$ cat config.mk
export PLATFORM = sky130hd
export DESIGN_NAME = roulette_reader_flat
export DESIGN_NICKNAME = d
export VERILOG_FILES = /design/src/rtl/roulette_reader_if.sv /design/src/rtl/roulette_reader.sv /design/src/flat_wrapper.sv
export SDC_FILE = /design/constraint.sdc
export NUM_CORES = 1
export LEC_CHECK = 0
export ABC_AREA = 1
export BUFFER_PORTS_ARGS = -buffer_cell sky130_fd_sc_hd__buf_2
export CORE_MARGIN = 1.5
export CORE_UTILIZATION = 62
export DETAILED_ROUTE_END_ITERATION = 7
export PLACE_DENSITY = 0.95
export SLEW_MARGIN = 20
export SYNTH_ARGS = -nofsm -noshare
export SYNTH_HDL_FRONTEND = slang
export SYNTH_SLANG_ARGS = --single-unit
$ cat constraint.sdc
create_clock -name clk -period 5.2 [get_ports clk]
set_clock_uncertainty 0.1 [all_clocks]
set_input_delay 1.3 -clock clk [delete_from_list [all_inputs] [get_ports clk]]
set_output_delay 1.3 -clock clk [all_outputs]
set_load 0.01 [all_outputs]
$ cat src/rtl/roulette_reader_if.sv
// Bus between the roulette reader and its surroundings: HEX0 segment bus,
// push button, player target and the reader's results.
interface roulette_reader_if #(
    parameter int SCORE_W = 8
);
    logic [6:0]         seg_n;
    logic               key_n;
    logic [2:0]         target;
    logic               run;
    logic [2:0]         pos;
    logic               pos_valid;
    logic               hit;
    logic               seg_err;
    logic [SCORE_W-1:0] score;

    modport master (
        output seg_n, key_n, target,
        input  run, pos, pos_valid, hit, seg_err, score
    );

    modport slave (
        input  seg_n, key_n, target,
        output run, pos, pos_valid, hit, seg_err, score
    );
endinterface

$ cat src/rtl/roulette_reader.sv
// Reads the spinner's HEX0 pattern on a debounced key press, freezes the
// spinner, reports the captured position and keeps a saturating hit score.
//
// state | meaning
// SPIN  | spinner running (run=1); a press tries to capture the lit segment
// HOLD  | spinner frozen (run=0); pos/hit held; a press resumes spinning
module roulette_reader #(
    parameter int DEB_CYCLES = 500000,
    parameter int SCORE_W    = 8
) (
    input  logic clk,
    input  logic rst,
    roulette_reader_if.slave bus
);
    localparam int CNT_W = (DEB_CYCLES > 2) ? $clog2(DEB_CYCLES) : 1;
    localparam logic [CNT_W-1:0] CNT_TC = CNT_W'(DEB_CYCLES - 1);

    typedef enum logic {SPIN, HOLD} state_t;

    state_t             state, state_nxt;
    logic               key_m, key_s, key_d, key_d_q, press;
    logic [CNT_W-1:0]   deb_cnt;
    logic [6:0]         seg;
    logic [2:0]         ones, seg_idx, dec_idx;
    logic               seg_legal, dec_valid;
    logic [2:0]         pos_r, pos_nxt;
    logic               pos_valid_r, pos_valid_nxt;
    logic               hit_r, hit_nxt, cap_hit;
    logic               seg_err_r, seg_err_nxt;
    logic [SCORE_W-1:0] score_r, score_nxt;

    // Synchroniser, debouncer and falling-edge press detector.
    always_ff @(posedge clk) begin
        if (rst) begin
            key_m   <= 1'b1;
            key_s   <= 1'b1;
            key_d   <= 1'b1;
            key_d_q <= 1'b1;
            press   <= 1'b0;
            deb_cnt <= '0;
        end else begin
            key_m   <= bus.key_n;
            key_s   <= key_m;
            key_d_q <= key_d;
            press   <= key_d_q & ~key_d;
            if (key_s == key_d) begin
                deb_cnt <= '0;
            end else if (deb_cnt == CNT_TC) begin
                key_d   <= key_s;
                deb_cnt <= '0;
            end else begin
                deb_cnt <= deb_cnt + 1'b1;
            end
        end
    end

    always_comb begin
        seg     = ~bus.seg_n;
        ones    = '0;
        seg_idx = '0;
        for (int i = 0; i < 6; i++) begin
            if (seg[i]) begin
                ones    = ones + 3'd1;
                seg_idx = 3'(i);
            end
        end
        seg_legal = !seg[6] && (ones == 3'd1);
    end

    always_ff @(posedge clk) begin
        if (rst) begin
            dec_valid <= 1'b0;
            dec_idx   <= '0;
        end else begin
            dec_valid <= seg_legal;
            dec_idx   <= seg_idx;
        end
    end

    always_ff @(posedge clk) begin
        if (rst) begin
            state       <= SPIN;
            pos_r       <= '0;
            pos_valid_r <= 1'b0;
            hit_r       <= 1'b0;
            seg_err_r   <= 1'b0;
            score_r     <= '0;
        end else begin
            state       <= state_nxt;
            pos_r       <= pos_nxt;
            pos_valid_r <= pos_valid_nxt;
            hit_r       <= hit_nxt;
            seg_err_r   <= seg_err_nxt;
            score_r     <= score_nxt;
        end
    end

    always_comb begin
        state_nxt     = state;
        pos_nxt       = pos_r;
        pos_valid_nxt = 1'b0;
        hit_nxt       = hit_r;
        seg_err_nxt   = seg_err_r;
        score_nxt     = score_r;
        cap_hit       = (dec_idx == bus.target);
        case (state)
            SPIN: begin
                if (press) begin
                    if (dec_valid) begin
                        pos_nxt       = dec_idx;
                        pos_valid_nxt = 1'b1;
                        hit_nxt       = cap_hit;
                        seg_err_nxt   = 1'b0;
                        state_nxt     = HOLD;
                        if (cap_hit && (score_r != '1))
                            score_nxt = score_r + 1'b1;
                    end else begin
                        seg_err_nxt = 1'b1;
                    end
                end
            end
            HOLD: begin
                if (press) begin
                    hit_nxt   = 1'b0;
                    state_nxt = SPIN;
                end
            end
            default: state_nxt = SPIN;
        endcase
    end

    assign bus.run       = (state == SPIN);
    assign bus.pos       = pos_r;
    assign bus.pos_valid = pos_valid_r;
    assign bus.hit       = hit_r;
    assign bus.seg_err   = seg_err_r;
    assign bus.score     = score_r;
endmodule
$ cat src/flat_wrapper.sv
// flat-port wrapper written by rule: the top's interface ports become plain ports
module roulette_reader_flat 
#(
    parameter int DEB_CYCLES = 500000,
    parameter int SCORE_W    = 8
)
  (clk, rst, bus_seg_n, bus_key_n, bus_target, bus_run, bus_pos, bus_pos_valid, bus_hit, bus_seg_err, bus_score);
  roulette_reader_if #(.SCORE_W(SCORE_W)) bus_i ();
  input  logic clk;
  input  logic rst;
  input wire logic [$bits(bus_i.seg_n)-1:0] bus_seg_n;
  input wire logic [$bits(bus_i.key_n)-1:0] bus_key_n;
  input wire logic [$bits(bus_i.target)-1:0] bus_target;
  output wire logic [$bits(bus_i.run)-1:0] bus_run;
  output wire logic [$bits(bus_i.pos)-1:0] bus_pos;
  output wire logic [$bits(bus_i.pos_valid)-1:0] bus_pos_valid;
  output wire logic [$bits(bus_i.hit)-1:0] bus_hit;
  output wire logic [$bits(bus_i.seg_err)-1:0] bus_seg_err;
  output wire logic [$bits(bus_i.score)-1:0] bus_score;
  assign bus_i.seg_n = bus_seg_n;
  assign bus_i.key_n = bus_key_n;
  assign bus_i.target = bus_target;
  assign bus_run = bus_i.run;
  assign bus_pos = bus_i.pos;
  assign bus_pos_valid = bus_i.pos_valid;
  assign bus_hit = bus_i.hit;
  assign bus_seg_err = bus_i.seg_err;
  assign bus_score = bus_i.score;
  roulette_reader #(.DEB_CYCLES(DEB_CYCLES), .SCORE_W(SCORE_W)) u_core (.clk(clk), .rst(rst), .bus(bus_i));
endmodule
# Word-level counts from Yosys, hierarchy flattened
# Index checks and enable logic that the tools add are counted.
# W data, S select, Z words.
[word_totals]
register_bits = 43
out_inout_bits = 15
input_bits = 13
word_cells = 66
[op_classes]
bitwise = 5
reduce_logical = 11
muxes = 20
addsub = 7
eq_ne = 8
[ops]
columns = ["cell", "n"]
rows = [
  ["$mux W3", 7],
  ["$add A19 B1 Y19 const B", 1],
  ["$eq A19 B19 Y1 const B", 1],
  ["$add A3 B1 Y3 const B", 4],
  ["$mux W1", 9],
  ["$add A8 B1 Y8 const B", 1],
  ["$ne A8 B8 Y1 const B", 1],
  ["$not A7 Y7", 1],
  ["$reduce_and A3 Y1", 2],
  ["$reduce_or A3 Y1", 2],
  ["$mux W2", 2],
  ["$ne A2 B1 Y1 const B", 2],
  ["$pmux W1 S2", 2],
  ["$reduce_and A2 Y1", 2],
  ["$reduce_and A4 Y1", 1],
  ["$eq A3 B1 Y1 const B", 1],
  ["$eq A3 B3 Y1", 1],
  ["$not A1 Y1", 3],
  ["$add A1 B1 Y2 const B", 1],
  ["$logic_and A1 B1 Y1", 2],
  ["$ne A2 B2 Y1 const B", 1],
  ["$reduce_or A2 Y1", 1],
  ["$and A1 B1 Y1", 1],
  ["$eq A1 B1 Y1", 1],
  ["$logic_not A1 Y1", 1],
]

# Logic depth before layout (Yosys ltp)
[depth]
depth_word = 14
depth_mapped = 19
mapped_depth_nobuf = 19

# Worst setup path after synthesis
# Ideal clock, no wire load.
[synth_path]
path_type = "in2reg"
from = "in bus_seg_n[0]"
to = "reg u_core.dec_valid"
t_arrival_ns = 3.562
setup_time_ns = 0.064
path_buffers = 0
cell_stages = 17
required_time_ns = 5.036
slack_ns = 1.474
cell_sequence = "inv_1 > ha_1 > inv_1 > nand2_1 > nand2_1 > ha_1 > or2_2 > nand2_1 > inv_1 > ha_1 > nand2_1 > nand2_1 > ha_1 > or2_2 > nand2_1 > nand2_1 > nor2_1"
[synth_between]
elab_chain_cells = 14
[synth_rtl]
columns = ["element", "line_no", "text"]
rows = [
  ["start: declaration", "flat_wrapper.sv:11", "input wire logic [$bits(bus_i.seg_n)-1:0] bus_seg_n;"],
  ["$not A7 Y7 *", "roulette_reader.sv:58", "seg = ~bus.seg_n;"],
  ["$mux W1 *", "roulette_reader.sv:62", "if (seg[i]) begin"],
  ["$add A1 B1 Y2", "roulette_reader.sv:63", "ones = ones + 3'd1;"],
  ["$mux W3 *", "roulette_reader.sv:62", ""],
  ["$add A3 B1 Y3", "roulette_reader.sv:63", ""],
  ["$mux W3 *", "roulette_reader.sv:62", ""],
  ["$add A3 B1 Y3", "roulette_reader.sv:63", ""],
  ["$mux W3 *", "roulette_reader.sv:62", ""],
  ["$add A3 B1 Y3", "roulette_reader.sv:63", ""],
  ["$mux W3 *", "roulette_reader.sv:62", ""],
  ["$add A3 B1 Y3", "roulette_reader.sv:63", ""],
  ["$mux W3 *", "roulette_reader.sv:62", ""],
  ["$eq A3 B1 Y1 *", "roulette_reader.sv:67", "seg_legal = !seg[6] && (ones == 3'd1);"],
  ["$logic_and A1 B1 Y1 *", "roulette_reader.sv:67", ""],
  ["end signal: assignment", "roulette_reader.sv:75", "dec_valid <= seg_legal;"],
  ["end: declaration", "roulette_reader.sv:25", "logic seg_legal, dec_valid;"],
]
# Every way passes the cells marked *; elsewhere a longest branch is shown, timed or not.
# A chain may end at the register's enable or synchronous reset.

# Worst setup path in the final report
[layout_path]
from = "in bus_seg_n[1]"
to = "reg u_core.dec_valid"
[layout_between]
elab_chain_cells = 12
[layout_rtl]
columns = ["element", "line_no"]
rows = [
  ["$not A7 Y7 *", "roulette_reader.sv:58"],
  ["$mux W3 *", "roulette_reader.sv:62"],
  ["$add A3 B1 Y3", "roulette_reader.sv:63"],
  ["$mux W3 *", "roulette_reader.sv:62"],
  ["$add A3 B1 Y3", "roulette_reader.sv:63"],
  ["$mux W3 *", "roulette_reader.sv:62"],
  ["$add A3 B1 Y3", "roulette_reader.sv:63"],
  ["$mux W3 *", "roulette_reader.sv:62"],
  ["$add A3 B1 Y3", "roulette_reader.sv:63"],
  ["$mux W3 *", "roulette_reader.sv:62"],
  ["$eq A3 B1 Y1 *", "roulette_reader.sv:67"],
  ["$logic_and A1 B1 Y1 *", "roulette_reader.sv:67"],
]
# Marks and branches as above.

==> flow_metrics.env <==
export IMPL_outcome="finished, final reports clean"
export IMPL_synth_ff_latch_count=43
export IMPL_floorplan_initialDensity_pct=65.9
export IMPL_cts_max_path_buffers=2
export IMPL_p_leak_nw=1.08
export IMPL_r2r_end="u_core.deb_cnt[16]"
export IMPL_setup_viol=0
export IMPL_timing_worst_slew_pin_value_ns=0.345
export IMPL_ys_types=26
export IMPL_detail_route_first_pass_iterations=4
export IMPL_cell_count_of_the_worst_hold_path=2
export IMPL_chipWidth_um=63.2
export IMPL_viasPerCell=5.30
export IMPL_postCtsSetupBuffers=0
export IMPL_synth_main_ff_cell="sky130_fd_sc_hd__dfxtp_1"
export IMPL_layout_common_cells="94 x sky130_fd_sc_hd__nand2_1, 43 x sky130_fd_sc_hd__dfxtp_1, 36 x sky130_fd_sc_hd__inv_1, 36 x sky130_fd_sc_hd__nor2_1, 29 x sky130_fd_sc_hd__nand3_1"
export IMPL_hold_path_startpoint="u_core.key_d_q"
export IMPL_io_buffer_count=27
export IMPL_gr_usage_all_layers_pct=26.5
export IMPL_overflow=0
export IMPL_crit_reg2reg_launch="u_core.deb_cnt[0]"
export IMPL_timing_final_max_slew_violations=0
export IMPL_hold_buffers=0
export IMPL_initialDrtViolationCount=132
export IMPL_remaining_drc_errors=0
export IMPL_yosys_area_share_simple_pct=37.4
export IMPL_tns_ns=0
export IMPL_power_density_nw_per_um2=255
export IMPL_post_cts_resized=0
export IMPL_cts_htree_levels=2
export IMPL_antenna_left=0
export IMPL_worstSetupEndpointType="register"
export IMPL_sequential_cell_area_um2=861
export IMPL_area_used_by_multi_input_combinational_logic_um2=1230
export IMPL_synth_mux_area_fraction_pct=0
export IMPL_slew_headroom_pct=76.9
export IMPL_dp_worst_setup_slack_ns=1.09
export IMPL_grt_first_pass_wirelength_mm=8.47
export IMPL_fp_dieArea_um2=4000
export IMPL_synth_xor_area_share_pct=7.40
export IMPL_clock_sink_count=43
export IMPL_core_area_um2=3420
export IMPL_critical_path_destination="u_core.dec_valid"
export IMPL_critical_path_startpoint="bus_seg_n[1]"
export IMPL_antenna_diode_count=0
export IMPL_cp_required_ns=5.39
export IMPL_grt_pass1_vias=1981
export IMPL_final_net_count=374
export IMPL_final_min_period_over_clock_period_pct=72.1
export IMPL_post_drt_wl_per_cell_um=11.9
export IMPL_placementRows=21
export IMPL_routabilityCongestion=0.876
export IMPL_setup_ws_ns=1.45
export IMPL_crit_fanout=4
export IMPL_vdd_ir_drop_max_mv=0.184
export IMPL_max_cap_viol_count=0
export IMPL_start_kind="input pin"
export IMPL_antenna_found_initial=0
export IMPL_ios=28
export IMPL_routed_wirelength_mm=4.76
export IMPL_share_of_layout_cells_above_drive_strength_1_pct=14.1
export IMPL_fillCellCount=265
export IMPL_r2r_slack_ns=3.35
export IMPL_maxClockFrequency_ghz=0.267
export IMPL_synth_compound_gate_area_share_pct=5.95
export IMPL_dr_total_vias=2124
export IMPL_crit_arrival_ns=3.94
export IMPL_final_hold_viol_count=0
export IMPL_rsz0062_at_grt="no"
export IMPL_yosysSeqAreaShare_pct=38.3
export IMPL_area_growth_pct=12.3
export IMPL_main_combinational_cell_family_by_area_after_synthesis="simple AND/OR/NAND/NOR gates"
export IMPL_ctsRootBufferMaster="sky130_fd_sc_hd__clkbuf_4"
export IMPL_synth_yosys_warnings=0
export IMPL_post_synth_adder_cell_area_pct=3.89
export IMPL_synthCells=323
export IMPL_classification_of_the_worst_setup_path="input pin to register"
export IMPL_period_minus_slack_ns=3.75
export IMPL_clk_insertion_delay_late_ns=0.36
export IMPL_synth_nets=343
export IMPL_die_height_um=63.2
export IMPL_layout_commonest_cell="sky130_fd_sc_hd__nand2_1"
export IMPL_cts_tree="done"
export IMPL_syn_avg_cell_area_um2=6.96
export IMPL_tritoncts_num_buffers=5
export IMPL_synth_enable_flop_cells=0
export IMPL_dpl_hpwl_mm=3.59
export IMPL_cts_clk_slew_worst_paths_ns=0.12
export IMPL_min_delay_path_class="register to register"
export IMPL_synth_async_sr_flop_share_pct=0
export IMPL_worst_r2r_path_depth=8
export IMPL_synthesis_area_um2=2250
export IMPL_maximum_number_of_pins_on_one_net_before_global_route_repair=19
-- metal layers --
layer / vias to the layer above / global-route usage [%] / share of wire (%)
met2: 60 / 46.3 / 51
met3: 12 / 5.54 / 4.9
met4: 0 / 11.1 / 2.2
met5: - / 0 / 0
met1: 961 / 31.4 / 42
li1: 1091 / - / -
-- how the worst min path moves through the flow --
| stage | endpoint | slack [ns] |
|---|---|---|
| finish | u_core.press | 0.32 |
| global placement | u_core.key_s | 0.29 |
| global route | u_core.key_s | 0.36 |
| detailed placement | u_core.press | 0.31 |
| CTS | u_core.press | 0.33 |
| floorplan | u_core.key_s | 0.29 |
-- cells in the mapped netlist, types with 2 or more instances --
cell	number	area share, %
sky130_fd_sc_hd__xnor2_1	8	3.1
sky130_fd_sc_hd__nand2_2	2	0.56
sky130_fd_sc_hd__or2_2	5	1.4
sky130_fd_sc_hd__nand2_1	94	16
sky130_fd_sc_hd__ha_1	7	3.9
sky130_fd_sc_hd__nor2_2	2	0.56
sky130_fd_sc_hd__o21ai_0	3	0.67
sky130_fd_sc_hd__or2_0	2	0.56
sky130_fd_sc_hd__xor2_1	11	4.3
sky130_fd_sc_hd__nor2_1	36	6.0
sky130_fd_sc_hd__inv_1	36	6.0
sky130_fd_sc_hd__nor3_1	5	1.1
sky130_fd_sc_hd__a21oi_1	20	4.4
sky130_fd_sc_hd__nand4_1	8	2.2
sky130_fd_sc_hd__nor2_4	3	1.5
sky130_fd_sc_hd__nand3_1	29	6.5
sky130_fd_sc_hd__dfxtp_1	43	38
-- through the flow --
stage          cells  hold WS (ns)  util [%]  total power [W]  area, um2
2_1_floorplan    323         0.289         -         0.000376       2250
3_3_place_gp     393         0.292      70.9         0.000387       2420
3_5_place_dp     393         0.309      70.9         0.000392       2420
4_1_cts          401         0.325      74.0         0.000649       2530
5_1_grt          401         0.356      74.0         0.000674       2530
6_report         401         0.321      74.0         0.000645       2530
-- cell type report --
class | instances | area share, %
flip-flops and latches | 43 | 34.1
multi-input cells | 240 | 48.6
well taps | 46 | 2.28
clock buffers | 5 | 1.49
repair buffers | 27 | 5.35
clock inverters | 3 | 2.67
inverters | 37 | 5.54
-- cells by family after synthesis --
group	after synthesis
buffers and inverters	40
xor gates and xnor gates	19
AOI/OAI and AO/OA	25
DFF	43
and+or+nand+nor	189
adders and majority gates	7
-- power breakdown --
group / internal, W / leakage (nW) / switching [W]
logic: 0.0000193 / 0.685 / 0.0000323
clock network: 0.000149 / 0.0514 / 0.000111
registers: 0.000332 / 0.348 / 0.00000176
total: 0.000501 / 1.08 / 0.000145
-- worst max-delay path, cell delays in order --
cell and delay (ns):
sky130_fd_sc_hd__buf_2 0.10, sky130_fd_sc_hd__inv_1 0.04, sky130_fd_sc_hd__ha_1 0.32, sky130_fd_sc_hd__inv_1 0.07, sky130_fd_sc_hd__nand2_1 0.10, sky130_fd_sc_hd__nand2_1 0.08
sky130_fd_sc_hd__ha_1 0.29, sky130_fd_sc_hd__or2_2 0.29, sky130_fd_sc_hd__nand2_1 0.07, sky130_fd_sc_hd__inv_1 0.04, sky130_fd_sc_hd__ha_1 0.26, sky130_fd_sc_hd__nand2_1 0.10
sky130_fd_sc_hd__nand2_1 0.07, sky130_fd_sc_hd__ha_1 0.18, sky130_fd_sc_hd__nand2_1 0.08, sky130_fd_sc_hd__xor2_1 0.21, sky130_fd_sc_hd__inv_1 0.06, sky130_fd_sc_hd__nand2_1 0.07
sky130_fd_sc_hd__nand3b_1 0.09, sky130_fd_sc_hd__nor2_1 0.13
-- registers in the layout, summed over array words and instances, names as in the netlist, 3 cells and up --
register / cells
u_core.bus.pos: 3
u_core.deb_cnt: 19
u_core.dec_idx: 3
u_core.bus.score: 8
(Power assumes the default switching activity.)
